[config.mk]
export PLATFORM = sky130hd
export DESIGN_NAME = bus_board
export DESIGN_NICKNAME = d
export VERILOG_FILES = /design/src/rtl/bus_board.sv
export SDC_FILE = /design/constraint.sdc
export NUM_CORES = 1
export LEC_CHECK = 0
export ABC_AREA = 1
export CORE_AREA = 2 2 141 143
export DETAILED_ROUTE_END_ITERATION = 8
export DIE_AREA = 0 0 143 145
export PLACE_DENSITY = 0.81
export SYNTH_ARGS = -nofsm -noshare
export SYNTH_HDL_FRONTEND = slang
export SYNTH_SLANG_ARGS = --single-unit
[constraint.sdc]
create_clock -name clk -period 2.8 [get_ports clk]
set_input_delay 0.56 -clock clk [delete_from_list [all_inputs] [get_ports clk]]
set_output_delay 0.56 -clock clk [all_outputs]
set_load 0.1 [all_outputs]
[src/rtl/bus_board.sv]
// Single-master bus board: ROM, RAM, input and output ports behind one request/ready handshake.
// ROM/RAM answer after WAIT_STATES+1 cycles, IO after 1. There is no backpressure: req is sampled only while idle.
module bus_board #(
  parameter int ROM_ADDR_WIDTH = 4,
  parameter int RAM_ADDR_WIDTH = 3,
  parameter int IN_CHANNELS    = 2,
  parameter int OUT_CHANNELS   = 2,
  parameter int WAIT_STATES    = 1
) (
  input  logic                              clk,
  input  logic                              rst,
  input  logic [(2**ROM_ADDR_WIDTH)*8-1:0]  mem,
  input  logic [IN_CHANNELS*8-1:0]          inputs,
  input  logic                              req,
  input  logic                              we,
  input  logic [7:0]                        addr,
  input  logic [7:0]                        wdata,
  output logic                              ready,
  output logic [15:0]                       rdata,
  output logic                              busy,
  output logic [OUT_CHANNELS*8-1:0]         outputs,
  output logic                              fault
);

  localparam int         RAM_BYTES = 2**RAM_ADDR_WIDTH;
  localparam bit         HAS_WAIT  = (WAIT_STATES > 0);
  localparam logic [2:0] WS_LAST   = HAS_WAIT ? 3'(WAIT_STATES - 1) : 3'd0;

  typedef enum logic [1:0] {IDLE, WAIT, RESP} state_t;

  state_t     state;
  logic [2:0] cnt;
  logic [7:0] addr_q, wdata_q, in_q;
  logic       we_q;
  logic [7:0] ram    [RAM_BYTES];
  logic [7:0] outreg [OUT_CHANNELS];

  logic [7:0]                cur_addr, cur_in, in_live, out_sel;
  logic                      cur_we;
  logic [4:0]                ch;
  logic                      is_rom, is_ram, is_in, is_out, is_mem;
  logic                      in_ok, out_ok, illegal;
  logic [ROM_ADDR_WIDTH-1:0] rom_i, rom_j;
  logic [RAM_ADDR_WIDTH-1:0] ram_i;
  logic [15:0]               resp_data;

  // Decode the live request while idle, otherwise the captured one.
  always_comb begin
    cur_addr = (state == IDLE) ? addr : addr_q;
    cur_we   = (state == IDLE) ? we : we_q;
    ch       = cur_addr[4:0];
    is_rom   = ~cur_addr[7];
    is_ram   = (cur_addr[7:6] == 2'b10);
    is_in    = (cur_addr[7:5] == 3'b110);
    is_out   = (cur_addr[7:5] == 3'b111);
    is_mem   = is_rom | is_ram;
    rom_i    = cur_addr[ROM_ADDR_WIDTH-1:0];
    rom_j    = rom_i + ROM_ADDR_WIDTH'(1);
    ram_i    = cur_addr[RAM_ADDR_WIDTH-1:0];

    in_live = '0;
    in_ok   = 1'b0;
    for (int c = 0; c < IN_CHANNELS; c++) begin
      if (ch == 5'(c)) begin
        in_live = inputs[c*8 +: 8];
        in_ok   = 1'b1;
      end
    end
    out_sel = '0;
    out_ok  = 1'b0;
    for (int c = 0; c < OUT_CHANNELS; c++) begin
      if (ch == 5'(c)) begin
        out_sel = outreg[c];
        out_ok  = 1'b1;
      end
    end
    cur_in  = (state == IDLE) ? in_live : in_q;
    illegal = (is_rom & cur_we) | (is_in & ~in_ok) | (is_out & ~out_ok);

    resp_data = '0;
    if (!illegal && !cur_we) begin
      if (is_rom)      resp_data = {mem[{rom_j, 3'b000} +: 8], mem[{rom_i, 3'b000} +: 8]};
      else if (is_ram) resp_data = {8'h00, ram[ram_i]};
      else if (is_in)  resp_data = {8'h00, cur_in};
      else             resp_data = {8'h00, out_sel};
    end
  end

  always_ff @(posedge clk) begin
    if (rst) begin
      state   <= IDLE;
      cnt     <= '0;
      addr_q  <= '0;
      wdata_q <= '0;
      in_q    <= '0;
      we_q    <= 1'b0;
      ready   <= 1'b0;
      rdata   <= '0;
      fault   <= 1'b0;
      for (int i = 0; i < RAM_BYTES; i++)    ram[i]    <= '0;
      for (int c = 0; c < OUT_CHANNELS; c++) outreg[c] <= '0;
    end else begin
      case (state)
        IDLE: begin
          if (req) begin
            addr_q  <= addr;
            we_q    <= we;
            wdata_q <= wdata;
            in_q    <= in_live;
            cnt     <= WS_LAST;
            if (is_mem && HAS_WAIT) begin
              state <= WAIT;
            end else begin
              state <= RESP;
              ready <= 1'b1;
              rdata <= resp_data;
              fault <= fault | illegal;
            end
          end
        end
        WAIT: begin
          if (cnt == 3'd0) begin
            state <= RESP;
            ready <= 1'b1;
            rdata <= resp_data;
            fault <= fault | illegal;
          end else begin
            cnt <= cnt - 3'd1;
          end
        end
        RESP: begin
          state <= IDLE;
          ready <= 1'b0;
          rdata <= '0;
          // Writes land on the edge leaving RESP so a reset before then discards them.
          if (we_q && !illegal) begin
            if (is_ram) begin
              ram[ram_i] <= wdata_q;
            end else if (is_out) begin
              for (int c = 0; c < OUT_CHANNELS; c++)
                if (ch == 5'(c)) outreg[c] <= wdata_q;
            end
          end
        end
        default: state <= IDLE;
      endcase
    end
  end

  assign busy = (state != IDLE);

  for (genvar c = 0; c < OUT_CHANNELS; c++) begin : g_out
    assign outputs[c*8 +: 8] = outreg[c];
  end

endmodule

Word level (Yosys, flattened, before mapping)

Memory sizes are Yosys's and may differ from the RTL's.
Cells that the tools add are included.

Shifts and indexed selects: 2
$lt $le $gt $ge: 0
Eq/ne operators: 10
$mul: 0
Multiplexer cells: 57
Divide/modulo/power cells: 0
Reduce and logical (&&, ||, !) cells: 16
Add/sub/neg operators: 2
Bitwise gates (word level): 11

Operators with widths:

| cell                                                             | count |
|---|---|
| 128-bit by 8-bit variable part select with 8-bit output          | 2 |
| 8-bit 2-to-1 mux                                                 | 11 |
| 16-bit 2-to-1 mux                                                | 5 |
| 16-bit one-hot mux with 3 select lines                           | 1 |
| 1-bit 2-to-1 mux                                                 | 30 |
| 3-bit 2-to-1 mux                                                 | 3 |
| 2-bit inequality test (second input constant)                    | 4 |
| 4-bit AND reduction                                              | 2 |
| 8-bit OR reduction                                               | 1 |
| 3-bit == test (second input constant)                            | 2 |
| 2-bit 2-to-1 mux                                                 | 3 |
| 1-bit bitwise OR                                                 | 6 |
| 3-bit one-hot mux with 2 select lines                            | 1 |
| 5-bit by 1-bit == test with 1-bit output (second input constant) | 1 |
| 5-bit zero test                                                  | 1 |
| 4-bit by 1-bit adder with 4-bit output (second input constant)   | 1 |
| 2-bit == test (second input constant)                            | 2 |
| 2-bit one-hot mux with 2 select lines                            | 1 |
| 2-bit AND reduction                                              | 2 |
| 2-bit nonzero test                                               | 2 |
| 1-bit AND                                                        | 3 |
| 3-bit zero test                                                  | 1 |
| 1-bit one-hot mux with 3 select lines                            | 1 |
| 3-bit AND reduction                                              | 1 |
| other kinds (8)                                                  | 11 |

Memory bits (writable): 80
Memories: 2
Bits in latches: 0
Bits in registers: 48
Input bits: 164
Memory bits (read-only): 0

Memory list:

| name   | depth | bits a word | rd ports | clocked after memory_dff | wr ports | line | RTL |
|---|---|---|---|---|---|---|---|
| ram    | 8     | 8           | 1        | 0                        | 8        | 35   | `logic [7:0] ram [RAM_BYTES];` |
| outreg | 2     | 8           | 2        | 0                        | 2        | 36   | `logic [7:0] outreg [OUT_CHANNELS];` |

Longest topological paths before layout

Gate-level depths: netlist (run 1).

Depth after elaboration: 17
Mapped depth: 18
Mapped depth without buffers: 15

Worst setup path after synthesis (run 1)

No wires, ideal clock.

Path type: register to register
Start point: register state[1]
End point: memory ram[0][0], enable pin
Buffers on the path: 3
Clock period less this slack: 3.200 ns
Required time: 2.471 ns
Path slack: -0.400 ns
Arrival: 2.871 ns
Cell stages (with the launch flop): 19
Path through: dfxtp_1 -> inv_1 -> nand2_2 -> buf_6 -> nand2_2 -> nand2_4 -> buf_2 -> buf_2 -> ha_1 -> nand3_1 -> nor2_4 -> nor2_4 -> nand2_1 -> nand2_2 -> nor2_4 -> nand2_4 -> nor2_8 -> nand2_4 -> nand2_1

RTL lines:

| what                   | line | RTL |
|---|---|---|
| start, declared        | 31   | `state_t state;` |
| start signal, assigned | 91   | `state <= IDLE;` |
| start signal, assigned | 112  | `state <= WAIT;` |
| start signal, assigned | 114  | `state <= RESP;` |
| end, declared          | 35   |  |

Final worst setup path (run 1)

Start point: register state[1]
End point: register rdata[4]

Cells in the longest elaborated chain, start to end: 15

RTL lines:

| what                                                                                                             | line | RTL |
|---|---|---|
| parallel branches: the longest is 15 deep, another holds 128-bit by 8-bit variable part select with 8-bit output | --   |  |
| end signal, assigned                                                                                             | 116  | `rdata <= resp_data;` |
| end signal, assigned                                                                                             | 125  | `rdata <= resp_data;` |
| end, declared                                                                                                    | 19   | `output logic [15:0] rdata,` |

Several ways; the timed one is not identified. The select of a mux whose other input is x is not followed.
A chain may end at the register's enable or synchronous reset.

==> metrics, run 1 <==
status=finished clean; final period utilization=around nine tenths; Max Buffers Root-to-Sink=2; setup ws final=237.3 ps; post-DP HPWL=22160 um; logic gate share of total power=49.5%; fin. max-slew vios=0; initial antenna violation count=0; post-synth top area cell=edfxtp_1; sequential share of power=25.4%; H-Tree Depth=4; switching share of power=44.12%; Min-Delay Path Depth=2; Fin. Hold Viols=0; Mapped Cells=between 1000 and 1500; core area=just under 20000 sq um; Reg2Reg Launch Point=state[1]$_SDFFE_PP0P_; cell mode on critical path=nand2_1; crit-path cells=nor2_4, buf_4, nand2_1, nand2_2, buf_4, nand3_1, nor2_4, buf_12, nand2_1, nand3_1, nand2_1, nand2_1, nand3_1, a21oi_1; setup violation total in the final timing report=0; FP Rows=just over 50; DRC Markers=0; RD Place Congestion=about 0.92; Max-cap violations=0; NetSw=between 3 and 4 mW; DP Cell Count=1788; share of post-route cells with drive strength above 1=10.93%; Synth warnings=0; worst reg2reg setup slack=240 ps; r2r worst-path depth=14; Synth cell types=33; top cells by count, synth=472 x nand2_1, 206 x nand3_1, 178 x nor2_1; Setup crit end kind=register; starting density of the core=45.94%; Starting DRT DRC Count=1159; pin count of the biggest net entering global routing=98; non-filler cells, final=1821; Pleak=5.307 nW; Setup WS pre-CTS=-154.3 ps; Hold Crit Start=rdata[3]$_SDFFE_PP0P_; Synth Area per Inst=6.565 sq um; remaining antenna violation count after routing=0; ys flop type=edfxtp_1; RSZ-0062 raised after global routing=no; DR vias=9865; Hold WC Path Type=reg -> reg; Max stage delay cell, worst path=dfxtp_2; synthesized netlist net count=1512; critical path startpoint category=register; post-layout min period=2563 ps; Crit Path Max Fanout=26; Die Span Y=145 um; peak supply drop=0.6675 mV; drt pass-1 iters=6; grt ovf=0; RR Endpoint=rdata[4]$_SDFFE_PP0P_; Vias per Instance=5.417; fmax=390.2 MHz; sequential share of the synthesized area=between 30% and 40%; fraction of registers with async set/reset=0%; P per Cell Area=738.9 nW/um^2; Pint=slightly below 5 mW; Layout Nets=1711; clk slew on worst S/H paths=60 ps; vias in the first global route=9139; CTS Root Cell=clkbuf_16; DR WL/cell=between 15 and 20 um; GRT Util Overall=between 20% and 30%; I/O Buffers=between 150 and 200; crit path from=state[1]$_SDFFE_PP0P_; flops & latches, synth=approximately 130; die area=20740 sq um; Crit path required time=3130 ps; Worst Skew=12.90 ps; most common cell in the netlist=nand2_1; Post-Route WL=30600 um; Worst path max stage delay=350 ps; WS Path Type=reg -> reg; Synth-to-Final Area Change=34.54%; area share of the largest cell type after synthesis=27.23%; Clk Latency, worst-skew pair=420 ps; WP data arrival=2890 ps; global-route wire length before repair=roughly 47000 um; I/O Pins=199; Area contributors post-synth=edfxtp_1 27%, nand2_1 20%, nand3_1 12%, dfxtp_1 11%, nor2_1 7.6%; number of flops mapped to enable cells by yosys=80; Worst Max-Slew Pin Slew=988.3 ps; CTS buffer count=17; synthesized cell area=around 8800 sq um; Max-Slew Margin vs Limit=34.04%; Clock Sinks=128; CTS tree=yes; number of diodes=0; die width=between 100 and 150 um; Worst Hold End=rdata[3]$_SDFFE_PP0P_; clock share of power=about a quarter
metal layers:
metal,vias up,global-route usage (%),routed length (um)
met5,-,0,0
met4,0,15.69,1619
met2,541,47.70,14330
met1,4478,36.00,11900
met3,109,5.809,2749
li1,4737,-,-
layout by cell type, fill, tap and decap left out, drive strengths merged, types with 14 or more instances in the layout:
master and n:
dfxtp 48, nor2 190, nand2 491, a21oi 38, edfxtp 80, o211ai 42
clkdlybuf4s50 163, clkinv 14, inv 119, buf 88, o21ai 39, clkbuf 17
nand3 206
sequential cells by signal (all words and copies together) (netlist names), 2 cells and up:
signal and count:
in_q 8, wdata_q 8, rdata 16, addr_q 8
outreg 16, ram 64, state 2, cnt 3
what timing repair did:
item / in CTS / in global routing
endpoints found under the setup margin: 0 / 1
resized for setup: 0 / 0
setup buffers: 0 / 1
hold buffers: 0 / 0
layout make-up:
cell class	count	area, sq um
clock buffers	17	425.4
clock inverters	15	158.9
fillers	1710	7336
inverters	123	461.7
multi-input cells	1022	4711
flip-flops and latches	128	3366
well taps	265	331.6
repair buffers	251	2417
cells by family (layout without fill, tap and decap cells):
| logic type | Yosys count | after routing | synth area share, % |
|---|---|---|---|
| and+or+nand+nor | 894 | 894 | 43.32 |
| buffers and inverters | 194 | 406 | 9.260 |
| DFF | 128 | 128 | 38.12 |
| AOI/OAI and AO/OA | 122 | 122 | 8.239 |
| adders and majority gates | 4 | 4 | 0.5672 |
| xor gates and xnor gates | 2 | 2 | 0.4964 |
critical path, delay by kind of cell (launching register included):
family / cells / cell delay [ps]
simple gates: 10 / 1190
buf+inv: 3 / 700
flops: 1 / 350
compound gates: 1 / 210
worst max-delay path by stage:
| stage | end | slack, ps | cells after the start |
|---|---|---|---|
| after floorplan | ram[0][0]$_SDFFCE_PN0P_ | 8 | 18 |
| after global placement | ram[0][7]$_SDFFCE_PN0P_ | -50 | 14 |
| after detailed placement | ram[0][3]$_SDFFCE_PN0P_ | -150 | 14 |
| after CTS | rdata[4]$_SDFFE_PP0P_ | 190 | 13 |
| after global routing | ram[2][5]$_SDFFCE_PN0P_ | 30 | 15 |
| final | rdata[4]$_SDFFE_PP0P_ | 240 | 14 |
stage by stage:
step	hold slack (ps)	area [sq um]	TNS, ps	power [mW]	utilization [%]
finish	472.9	11870	0	8.771	61.81
detailed placement	459.5	11270	-16260	6.499	58.66
global route	485.0	11870	0	9.262	61.81
CTS	469.9	11850	0	8.700	61.70
global placement	439.3	11270	-3491	6.456	58.66
floorplan	429.9	8907	0	5.136	-
power by group through the flow:
stage	sequential (mW)	clock (mW)	combinational, mW
4_1_cts	2.23	2.20	4.27
6_report	2.23	2.20	4.34
5_1_grt	2.24	2.29	4.73
3_3_place_gp	2.26	0	4.20
2_1_floorplan	2.60	0	2.54
3_5_place_dp	2.26	0	4.24
Note: power is estimated with default switching activity, not from simulation.
==> run 2: changes to the inputs <==
Settings changed: CORE_AREA 2 2 141 143 to 5 5 178 180, DIE_AREA 0 0 143 145 to 0 0 183 185, PLACE_DENSITY 0.81 to 0.58.
==> run 2 against run 1 <==
Non-clock buffer count is 9 higher. Cell count is 7.7% higher. Hold slack got worse by 17 ps.
==> metrics, run 2 (synthesis gave the netlist of run 1 again) <==
most common cell after layout, fill and taps aside=nand2_1; Crit Path Max Fanout=~140; DR top layer=met4; Die Span Y=185 um; crit path from=addr[0]; clk slew on worst S/H paths=approximately 70 ps; commonest cells after routing, fill and taps aside=463 x nand2_1, 206 x nand3_1, 178 x nor2_1, 163 x clkdlybuf4s50_1, 111 x inv_1; setup ws final=272.5 ps; met3 WL=1887 um; remaining antenna violation count after routing=0; Max-cap violations=0; Fin. Hold Viols=0; Worst Skew=22.05 ps; DR WL/cell=16.94 um; core area=approximately 30000 sq um; grt ovf=0; FP Rows=64; CTS Root Cell=clkbuf_16; Post-Route WL=33210 um; DR vias=~9500; I/O Pins=199; drt pass-1 iters=7; die area=33860 sq um; DP Cell Count=1929; RSZ-0062 raised after global routing=no; global-route wire length before repair=51520 um; CTS tree=yes; setup violation total in the final timing report=0; Hold WC Path Type=reg -> reg; vias in the first global route=9354; Top Registers=ram x64, outreg x16, rdata x16; max reg flops=64; initial antenna violation count=0; Max-Slew Margin vs Limit=between 30 and 40%; Layout Nets=1720; FF+latch area=3366 sq um; share of post-route cells with drive strength above 1=11.50%; Clock Sinks=128; Clk Latency, worst-skew pair=roughly 430 ps; peak supply drop=0.4312 mV; Setup WS pre-CTS=-178.3 ps; pin count of the biggest net entering global routing=145; starting density of the core=29.38%; Multi-input gate area=4711 sq um; H-Tree Depth=4; Final Util=40.60%; fmax=395.6 MHz; DRC Markers=0; Synth-to-Final Area Change=38.19%; CTS buffer count=17; DRT met1 WL=14060 um; Setup crit end kind=register; P per Cell Area=733.5 nW/um^2; WP data arrival=2890 ps; fin. max-slew vios=0; Pleak=between 5 and 6 nW; Fill cells=3166; cts hold-fix bufs=0; critical path startpoint category=input port; Worst Max-Slew Pin Slew=~1000 ps; status=finished clean; Post-CTS Repair Setup Buffers=0; Hold Crit Start=addr_q[7]$_SDFFE_PP0P_; number of diodes=0; Top reg by flops=ram; post-DP HPWL=roughly 25000 um; Max Buffers Root-to-Sink=2; post-layout min period=2527 ps; WS Path Type=in -> reg; die width=183 um; worst reg2reg setup slack=around 280 ps; final period utilization=90.27%; Vias per Instance=4.837; I/O Buffers=198; Resize count post-CTS=0; GRT Util Overall=19.43%; Power Total=roughly 9 mW; Starting DRT DRC Count=between 800 and 900; RD Place Congestion=approximately 0.87; Crit path required time=3160 ps; Reg2Reg Launch Point=state[1]$_SDFFE_PP0P_; non-filler cells, final=approximately 2000; WL met2=approximately 16000 um
==> run 2: cell types whose count changed in the layout (fill, tap and decap cells not counted) <==
cell / delta
clkinv_1: -1
bufinv_16: -1
clkinv_2: -1
inv_8: +1
buf_4: +1
buf_12: +8
inv_6: +2
==> run 2: final timing paths <==
path,end,depth (start not counted)
worst max-delay path,rdata[1]$_SDFFE_PP0P_,13
worst min-delay path,addr_q[7]$_SDFFE_PP0P_,2
worst max register to register,rdata[1]$_SDFFE_PP0P_,14
worst min register to register,addr_q[7]$_SDFFE_PP0P_,2
==> run 2: layout make-up <==
cell class	instances	share of cell area [%]
Multi-Input combinational cell	1022	38.64
Sequential cell	128	27.60
Timing Repair Buffer	260	21.20
Tap cell	396	4.064
Inverter	123	3.787
Clock buffer	17	3.489
Clock inverter	15	1.221
==> run 2: routing by layer <==
metal	GRT usage (%)	vias up
met5	0	-
met4	7.211	0
met3	2.926	50
met2	33.48	292
met1	24.71	4386
li1	-	4757
==> run 2: where the power goes <==
part	internal, mW	switching [mW]	total [mW]
Combinational	1.57	2.98	4.55
Clock	1.25	0.927	2.17
Sequential	2.14	0.0711	2.21
==> run 2: stage by stage <==
| step | setup TNS [ps] | cell area [sq um] | hold slack [ps] |
|---|---|---|---|
| after floorplan | 0 | 8907 | 429.9 |
| after global routing | 0 | 12190 | 486.5 |
| after CTS | 0 | 12190 | 455.6 |
| after global placement | -10550 | 11620 | 439.3 |
| final | 0 | 12190 | 455.6 |
| after detailed placement | -13610 | 11620 | 445.7 |
==> run 2: critical path, cell delays in order <==
cell             delay [ps]
clkdlybuf4s50_1         540
nand2_1                 110
nand2_4                 100
buf_12                  210
buf_12                  420
nand2_1                 110
nand3_1                 110
nand2_1                  50
nor2_1                  100
nand2_1                 100
nand3_1                 140
nand3_1                  90
a21oi_1                 140
